`src/rtl/hex_digit_counter.sv`:
```
// Single hex digit that steps up or down at a selectable rate, with parallel load.
// The tick and wrap pulses are registered with digit so a second digit can cascade from them.
module hex_digit_counter #(
    parameter int CLK_FREQ = 50000000,
    parameter int CNT_W    = 28
) (
    input  logic       CLOCK_50,
    input  logic       reset,
    input  logic       enable,
    input  logic [1:0] speed,
    input  logic       up,
    input  logic       load,
    input  logic [3:0] load_value,
    output logic [3:0] digit,
    output logic       tick,
    output logic       wrap
);

    logic [CNT_W-1:0] rate_cnt_q, rate_cnt_d;
    logic [CNT_W-1:0] base_period;
    logic [CNT_W-1:0] reload;
    logic [1:0]       speed_q, speed_d;
    logic [3:0]       digit_q, digit_d;
    logic             tick_q, tick_d;
    logic             wrap_q, wrap_d;

    // Reload is period-1, so speed 00 keeps the divider parked at zero and steps every cycle.
    assign base_period = CNT_W'(CLK_FREQ);

    always_comb begin
        reload = '0;
        case (speed)
            2'b00:   reload = '0;
            2'b01:   reload = base_period - CNT_W'(1);
            2'b10:   reload = (base_period << 1) - CNT_W'(1);
            default: reload = (base_period << 2) - CNT_W'(1);
        endcase
    end

    always_comb begin
        rate_cnt_d = rate_cnt_q;
        speed_d    = speed_q;
        digit_d    = digit_q;
        tick_d     = 1'b0;
        wrap_d     = 1'b0;
        if (load) begin
            digit_d    = load_value;
            rate_cnt_d = reload;
            speed_d    = speed;
        end else if (speed != speed_q) begin
            rate_cnt_d = reload;
            speed_d    = speed;
        end else if (enable) begin
            if (rate_cnt_q != '0) begin
                rate_cnt_d = rate_cnt_q - CNT_W'(1);
            end else begin
                digit_d    = up ? digit_q + 4'd1 : digit_q - 4'd1;
                rate_cnt_d = reload;
                tick_d     = 1'b1;
                wrap_d     = up ? (digit_q == 4'hF) : (digit_q == 4'h0);
            end
        end
    end

    always_ff @(posedge CLOCK_50 or posedge reset) begin
        if (reset) begin
            rate_cnt_q <= '0;
            speed_q    <= 2'b00;
            digit_q    <= 4'h0;
            tick_q     <= 1'b0;
            wrap_q     <= 1'b0;
        end else begin
            rate_cnt_q <= rate_cnt_d;
            speed_q    <= speed_d;
            digit_q    <= digit_d;
            tick_q     <= tick_d;
            wrap_q     <= wrap_d;
        end
    end

    assign digit = digit_q;
    assign tick  = tick_q;
    assign wrap  = wrap_q;

endmodule
```
`config.mk`:
```
export PLATFORM = sky130hd
export DESIGN_NAME = hex_digit_counter
export DESIGN_NICKNAME = d
export VERILOG_FILES = /design/src/rtl/hex_digit_counter.sv
export SDC_FILE = /design/constraint.sdc
export NUM_CORES = 1
export LEC_CHECK = 0
export BUFFER_PORTS_ARGS = -buffer_cell sky130_fd_sc_hd__buf_2
export CAP_MARGIN = 0
export CORE_ASPECT_RATIO = 1.5
export CORE_UTILIZATION = 55
export CTS_CLUSTER_DIAMETER = 200
export DETAILED_ROUTE_END_ITERATION = 16
export PLACE_DENSITY = 0.75
export SLEW_MARGIN = 40
export SYNTH_ARGS = -nofsm -noshare
export SYNTH_HDL_FRONTEND = slang
export SYNTH_SLANG_ARGS = --single-unit
```
`constraint.sdc`:
```
create_clock -name CLOCK_50 -period 4.55 [get_ports CLOCK_50]
set_input_delay 0 -clock CLOCK_50 [delete_from_list [all_inputs] [get_ports CLOCK_50]]
set_output_delay 0 -clock CLOCK_50 [all_outputs]
set_load 0.02 [all_outputs]
```
; After elaboration in Yosys (flattened, before gate mapping)
; Index checks and enable logic that the tools add are counted.
[totals]
register_bits = 36
latch_bits = 0
ram_bits = 0
rom_bits = 0
inputBits = 11
output_inout_bits = 6
wordCells = 42
mem_count = 0
[op_classes]
add_sub_neg = 3
multipliers = 0
n_div = 0
n_lt_le_gt_ge = 0
eq_ne = 6
n_shift = 0
muxes = 21
n_bitwise = 0
n_reduce_logical = 7
[ops]
columns = op, n
row1 = 2-to-1 mux 28 bit, 4
row2 = case mux 28 bit (3 select lines), 1
row3 = nonzero test 28 bit, 1
row4 = "subtractor 28 x 1 -> 28 bit, second input constant", 1
row5 = 2-to-1 mux 4 bit, 5
row6 = 2-to-1 mux 1 bit, 9
row7 = "adder 4 x 1 -> 4 bit, second input constant", 1
row8 = "== test 4 bit, second input constant", 1
row9 = zero test 4 bit, 1
row10 = 2-to-1 mux 2 bit, 2
row11 = "inequality test 2 bit, second input constant", 2
row12 = nonzero test 2 bit, 2
row13 = "subtractor 4 x 1 -> 4 bit, second input constant", 1
row14 = AND reduction 3 bit, 1
row15 = nonzero test 3 bit, 1
row16 = "== test 2 x 1 -> 1 bit, second input constant", 1
row17 = "== test 2 bit, second input constant", 1
row18 = zero test 2 bit, 1
row19 = inequality test 2 bit, 1

; Depth between registers and ports, before layout
; Gate-level depths: netlist (run 1).
[logic_depth]
depth_word = 6
depth_mapped = 8
ltp_nobuf = 7

; Worst setup path before layout (run 1)
; No wires, ideal clock.
[synth_path]
kind = reg-to-reg
startpoint = register rate_cnt_q[19]
endpoint = register rate_cnt_q[20]
setup_time_ps = 127
arrival_ps = 2080
required_ps = 4423
setup_slack_ps = 2344
path_stages_with_launch = 7
n_path_buf = 1
period_less_slack_ps = 2206
path_cell_list = dfrtp_1 -> or4_4 -> nor4_4 -> a31oi_1 -> buf_2 -> mux2i_1 -> o2bb2a_1
[synth_via]
elab_chain_cells = 5
elab_cells_between_ends = 6
cone_classes = 1 x add/sub / 4 x mux / 1 x reduce/logical
[synth_rtl]
columns = element, line_no
row1 = start: declaration, 19  ; logic [CNT_W-1:0] rate_cnt_q, rate_cnt_d;
row2 = start signal: assignment, 73  ; rate_cnt_q <= rate_cnt_d;
row3 = subtractor 28 x 1 -> 28 bit or nonzero test 28 bit (tied branches), "55, 54"
row4 = 2-to-1 mux 28 bit (*), 54  ; if (rate_cnt_q != '0) begin
row5 = 2-to-1 mux 28 bit (*), 53  ; end else if (enable) begin
row6 = 2-to-1 mux 28 bit (*), 50  ; end else if (speed != speed_q) begin
row7 = 2-to-1 mux 28 bit (*), 46  ; if (load) begin
; Every way passes the cells marked *; elsewhere a longest branch is shown, timed or not. The select of a mux whose other input is x is not followed.
; A chain may end at the register's enable or synchronous reset.

; Worst setup path in the final report (run 1)
[layout_path]
startpoint = register rate_cnt_q[19]
endpoint = register digit_q[2] (netlist: digit[2])
[layout_via]
elab_chain_cells = 3
[layout_rtl]
columns = element, line_no
row1 = nonzero test 28 bit, 54
row2 = inequality test 2 bit (no source line), -
row3 = AND reduction 3 bit (no source line), -
row4 = end signal: assignment, 75  ; digit_q <= digit_d;
row5 = end: declaration, 23  ; logic [3:0] digit_q, digit_d;
; No other way between the ends.

==> results.json, run 1 <==
{
  "run_status": "complete, no violations",
  "io_buffers": 16,
  "setup_violations": 0,
  "cpPeakStageDelay_ns": 0.69,
  "synth_nets": 293,
  "core_area_sq_mm": 0.00425,
  "antenna_found_initial": 0,
  "synth_ff_type": "dfrtp_1",
  "num-nets-final": 316,
  "rr_startpoint": "rate_cnt_q[19]$_DFFE_PP0P_",
  "regToRegSetupSlack_ns": 1.53,
  "start_kind": "flop",
  "track_usage_pct": 31.6,
  "numCtsBuffers": 5,
  "min_period_over_period_pct": 66.3,
  "rr_worst_depth": 6,
  "fillers": 347,
  "fmax_mhz": 332,
  "min_to": "wrap$_DFF_PP0_",
  "setup_tns_ns": 0,
  "grt_pass1_wl_um": 11500,
  "drv_cap": 0,
  "cts.path.max_buffers": 2,
  "critPathCaptureType": "flop",
  "avgViaCountPerCell": 7.13,
  "yosysMostFrequentCell": "dfrtp_1",
  "diodes": 0,
  "grt_pass1_vias": 2381,
  "p_int_uw": 615,
  "postSynth.asyncResetShare_pct": 100,
  "wl_um": 6850,
  "clockPowerShare_pct": 35.9,
  "cts_max_level": 2,
  "die_h_um": 83.3,
  "grt_max_degree": 37,
  "peakVddDrop_uv": 220,
  "wl_per_cell_um": 20.0,
  "holdPathStages": 3,
  "num_rows": 29,
  "worstPathArrival_ns": 3.20,
  "dp_hpwl_um": 4670,
  "hp-start": "up",
  "yosys-top-cells-area": "dfrtp_1 (37%), ha_1 (4.1%), nor3_1 (3.7%)",
  "slew_violations": 0,
  "drtIter0Drc": 240,
  "preCtsSetupSlack_ns": 1.95,
  "p_comb_share_pct": 18.9,
  "initial_core_util_pct": 57.1,
  "synth_commonest_cells": "dfrtp_1 (36), nand2_1 (18), nor2_1 (18), nor3_1 (18), nand3_1 (15)",
  "area_growth_pct": 13.9,
  "fin_cells": 343,
  "synth_seq_cells": 36,
  "synth_top_area_cell": "dfrtp_1",
  "path_clk_slew_ns": 0.08,
  "netlist.area_leader.share_pct": 37.2,
  "cp.required_ns": 4.73,
  "fin_crit_ns": 3.02,
  "drc": 0,
  "path_common_cell": "nor4_1",
  "syn_area_sq_mm": 0.00242,
  "dr.pass1.iters": 5,
  "synth_cell_types": 58,
  "die_w_um": 56.2,
  "grt_overflow": 0,
  "dr_total_vias": 2445,
  "io_pins": 17,
  "criticalPathCategory": "reg2reg",
  "drive_gt1_share_pct": 13.5,
  "gp_congestion": 0.894,
  "rsz0062_at_grt": "no",
  "fin_skew_ns": 0.00585,
  "cts.sinks": 36,
  "p_switching_uw": 266,
  "ant_nets": 0,
  "cts_resized": 0,
  "holdCritPathClass": "in2reg",
  "dieArea_sq_mm": 0.00468,
  "dp.cells": 324,
  "p_leak_uw": 0.00111,
  "clk_latency_ns": 0.30,
  "crit_path_top_delay_cell": "nor4_1",
  "synth_area_per_cell_sq_um": 8.88,
  "cts_tree": "done",
  "tightest_slew_ns": 0.751,
  "total_power_uw": 880,
  "synth_seq_area_share_pct": 37.2,
  "critPathMaxFanout": 8,
  "swShare_pct": 30.2,
  "crit_chain": "nor4_1 -> nand4_1 -> nor4_1 -> mux2i_1 -> o21ai_0 -> dlygate4sd3_1",
  "synth_edf_count": 0,
  "power.density_mw_per_mm2": 319,
  "reg2reg_to": "digit[2]$_DFFE_PP0P_",
  "cts_root_buf": "clkbuf_8",
  "syn_inst": 273,
  "worst_slack_ns": 1.53,
  "relSlewSlack_pct": 49.5,
  "p_seq_share_pct": 45.1,
  "hold_viol_final": 0,
  "yosys_warnings": 0
}
## through the flow
step / utilization [%] / hold WS [ns] / cell area (sq um)
3_5_place_dp: 59.5 / 0.135 / 2530
3_3_place_gp: 59.5 / 0.128 / 2530
4_1_cts: 65.1 / 0.0429 / 2760
5_1_grt: 65.1 / 0.0668 / 2760
2_1_floorplan: - / 0.0976 / 2420
6_report: 65.1 / 0.0509 / 2760
## worst max-delay path by stage
stage                               start                    endpoint  slack (ns)  depth (start not counted)
4_1_cts        rate_cnt_q[16]$_DFFE_PP0P_        digit[2]$_DFFE_PP0P_        1.69                          6
5_1_grt        rate_cnt_q[16]$_DFFE_PP0P_        digit[2]$_DFFE_PP0P_        1.48                          6
2_1_floorplan  rate_cnt_q[19]$_DFFE_PP0P_  rate_cnt_q[20]$_DFFE_PP0P_        2.34                          6
6_report       rate_cnt_q[19]$_DFFE_PP0P_        digit[2]$_DFFE_PP0P_        1.53                          6
3_5_place_dp    rate_cnt_q[8]$_DFFE_PP0P_  rate_cnt_q[18]$_DFFE_PP0P_        1.95                          5
3_3_place_gp    rate_cnt_q[8]$_DFFE_PP0P_  rate_cnt_q[18]$_DFFE_PP0P_        2.06                          5
## cells in the final DEF (no fill, tap or decap), drive strengths merged, types with 2 or more instances in the layout
| cell | instances |
|---|---|
| xnor2 | 4 |
| and2 | 2 |
| nand2 | 18 |
| or3 | 8 |
| a21o | 2 |
| or2 | 3 |
| mux2i | 3 |
| o31ai | 5 |
| a211o | 4 |
| nand3 | 15 |
| o22ai | 2 |
| a21oi | 11 |
| inv | 14 |
| clkbuf | 7 |
| or4 | 8 |
| o21a | 3 |
| o211ai | 2 |
| nand4 | 7 |
| nor4 | 11 |
| a31oi | 7 |
| o311ai | 5 |
| ha | 8 |
| o21ai | 14 |
| nor3 | 18 |
| and3 | 5 |
| dfrtp | 36 |
| buf | 19 |
| nor2 | 18 |
| dlygate4sd3 | 11 |
| nor3b | 2 |
## what timing repair did
| action | 4_1_cts | 5_1_grt |
|---|---|---|
| hold endpoints to repair | 42 | 0 |
| setup buffers | 0 | 0 |
| hold buffers | 11 | 0 |
## flip-flops by register name, indices dropped and copies added, names as in the netlist
name	flops
speed_q	2
tick	1
wrap	1
rate_cnt_q	28
digit	4
## power groups by stage
stage                     registers (uW)  clock network, uW  logic [uW]
after floorplan                      394                  0         112
after global placement               400                  0         152
after detailed placement             402                  0         156
after CTS                            396                316         165
after global routing                 403                331         184
final                                397                316         167
## area by class of cell
class | count | area [sq um] | share of cell area, %
inverter | 14 | 52.6 | 1.90
multi-input combinational | 209 | 1410 | 51.1
timing repair buffer | 30 | 213 | 7.70
tap | 46 | 57.6 | 2.08
clock buffer | 7 | 96.3 | 3.49
clock inverter | 1 | 30.0 | 1.09
sequential | 36 | 901 | 32.6
## critical path, delay by kind of cell, from the launching register on
kind                   cells  cell delay (ns)
AND/OR/NAND/NOR            3             1.50
flip-flops                 1             0.49
multiplexers               1             0.25
buffers and inverters      1             0.57
AO/OA/AOI/OAI              1             0.09
## metal layers
layer	global-route usage (%)	wire length, um	vias to the layer above
li1	-	-	1091
met1	37.4	2550	1163
met2	54.0	3450	151
met3	5.45	541	40
met4	16.0	306	0
met5	0	0	-
## cells by family (layout without fill, tap and decap cells)
group	after synthesis	in the layout	share of synthesized area, %
AND/OR/NAND/NOR	119	119	28.5
AO/OA/AOI/OAI	72	72	21.3
flip-flops	36	36	37.2
buffers and inverters	28	52	4.59
adder cells (fa/ha/maj)	9	9	4.95
XOR/XNOR	5	5	1.81
multiplexers	4	4	1.70
Note: power is estimated with default switching activity, not from simulation.
==> run 2, diff against run 1 <==
CORE_UTILIZATION = 54   (was 55)
PLACE_DENSITY = 0.76   (was 0.75)
clock period = 2.6 ns   (was 4.55 ns; I/O delays follow)
==> run 2 against run 1 <==
Compared with the run above:
- the flow now finishes with violations (hold timing)
- total power up 69%
- worst hold slack worse by 0.058 ns
- cell area up 1.8%
- non-clock buffer count up 10
- die area up 1.8%
- core utilization up 0.59 points
- first-iteration DRC count down 16%
- combinational power up 81%
- clock-buffer cell count down 1
- largest cell class unchanged
- highest routed layer unchanged
==> results.json, run 2 (same netlist as run 1, synthesis figures left out) <==
{
  "dieArea_sq_mm": 0.00477,
  "tightest_slew_ns": 0.635,
  "cts_root_buf": "clkbuf_8",
  "numCtsBuffers": 5,
  "num_rows": 29,
  "holdPathStages": 4,
  "slew_violations": 0,
  "fillers": 370,
  "setup_tns_ns": 0,
  "avgViaCountPerCell": 6.92,
  "fmax_mhz": 405,
  "cts_resized": 0,
  "core_area_sq_mm": 0.00428,
  "drive_gt1_share_pct": 16.9,
  "cp.required_ns": 2.84,
  "regMostFlops": "rate_cnt_q",
  "p_leak_uw": 0.00115,
  "min_period_over_period_pct": 95.0,
  "critPathMaxFanout": 8,
  "design_area_sq_mm": 0.00281,
  "holdCritPathClass": "in2reg",
  "place_area_sq_mm": 0.00262,
  "die_h_um": 84.1,
  "drc": 0,
  "cts_max_level": 2,
  "dr_total_vias": 2444,
  "wl_per_cell_um": 19.9,
  "drv_cap": 0,
  "hold_viol_final": 1,
  "io_pins": 17,
  "cts_tree": "done",
  "io_buffers": 16,
  "grt_overflow": 0,
  "worst_slack_ns": 0.130,
  "track_usage_pct": 32.5,
  "clk_latency_ns": 0.30,
  "gp_congestion": 0.974,
  "whs_ns": -0.00698,
  "largest_register_ffs": 28,
  "cts_setup_buffers": 0,
  "grt_pass1_vias": 2471,
  "initial_core_util_pct": 56.6,
  "regToRegSetupSlack_ns": 0.13,
  "worstPathArrival_ns": 2.71,
  "start_kind": "flop",
  "drtIter0Drc": 202,
  "criticalPathCategory": "reg2reg",
  "critPathCaptureType": "flop",
  "antenna_found_initial": 0,
  "peakVddDrop_uv": 412,
  "setup_violations": 0,
  "dp.cells": 337,
  "cts.path.max_buffers": 2,
  "fin_skew_ns": 0.00996,
  "wl_um": 7010,
  "violations": "hold timing",
  "run_status": "finished with violations",
  "dp_hpwl_um": 5020,
  "grt_max_degree": 37,
  "total_power_uw": 1490,
  "diodes": 0,
  "preCtsSetupSlack_ns": 0.179,
  "die_w_um": 56.7,
  "path_clk_slew_ns": 0.08,
  "area_growth_pct": 15.9,
  "fin_crit_ns": 2.47,
  "relSlewSlack_pct": 57.5,
  "final_cell_mix": "dfrtp_1 (36), nor3_1 (18), nand2_1 (18), nor2_1 (18)",
  "ant_nets": 0,
  "power.density_mw_per_mm2": 531,
  "rsz0062_at_grt": "no",
  "rr_worst_depth": 6,
  "cts.sinks": 36,
  "num-nets-final": 326,
  "cts_hold_buf": 8,
  "grt_pass1_wl_um": 11800,
  "fin_cells": 353,
  "dr.pass1.iters": 5,
  "mostFrequentLayoutCell": "dfrtp_1"
}
## run 2: path summary, 6_finish.rpt
check	start	to
setup reg to reg	rate_cnt_q[19]$_DFFE_PP0P_	rate_cnt_q[5]$_DFFE_PP0P_
setup / recovery	rate_cnt_q[19]$_DFFE_PP0P_	rate_cnt_q[5]$_DFFE_PP0P_
hold / removal	load_value[1]	digit[1]$_DFFE_PP0P_
hold reg to reg	rate_cnt_q[10]$_DFFE_PP0P_	rate_cnt_q[10]$_DFFE_PP0P_
min in group asynchronous	reset	rate_cnt_q[15]$_DFFE_PP0P_
max in group asynchronous	reset	rate_cnt_q[27]$_DFFE_PP0P_
## run 2: report_power, final
part	internal, uW	total [uW]	switching [uW]
sequential	616	692	76.4
clock	285	497	212
combinational	129	303	175
## run 2: stage by stage
step,hold slack (ns),utilization (%)
CTS,0.00265,65.7
floorplan,0.0976,-
global placement,0.122,61.3
detailed placement,0.128,61.3
finish,-0.00698,65.7
global route,0.0434,65.7
## run 2: metal layers
metal,vias up,global-route usage [%],share of wire [%],wire [um]
li1,1115,-,-,-
met1,1157,37.6,37,2620
met2,124,53.8,51,3550
met3,48,6.67,6.2,435
met4,0,20.2,5.7,398
met5,-,0,0,0
## run 2: layout make-up
cell class	count	area (sq um)	share of cell area [%]
Inverter	14	52.6	1.87
Clock inverter	2	35.0	1.25
Timing Repair Buffer	40	280	9.97
Clock buffer	6	72.6	2.58
Sequential cell	36	901	32.0
Multi-Input combinational cell	209	1410	50.2
Tap cell	46	57.6	2.05
## run 2: worst max-delay path, stage by stage, from the launching register on
cell	delay (ns)
dfrtp_1	0.45
or4_4	0.62
nor4_4	0.32
a31oi_1	0.28
buf_4	0.25
nor3_1	0.32
a311o_1	0.17
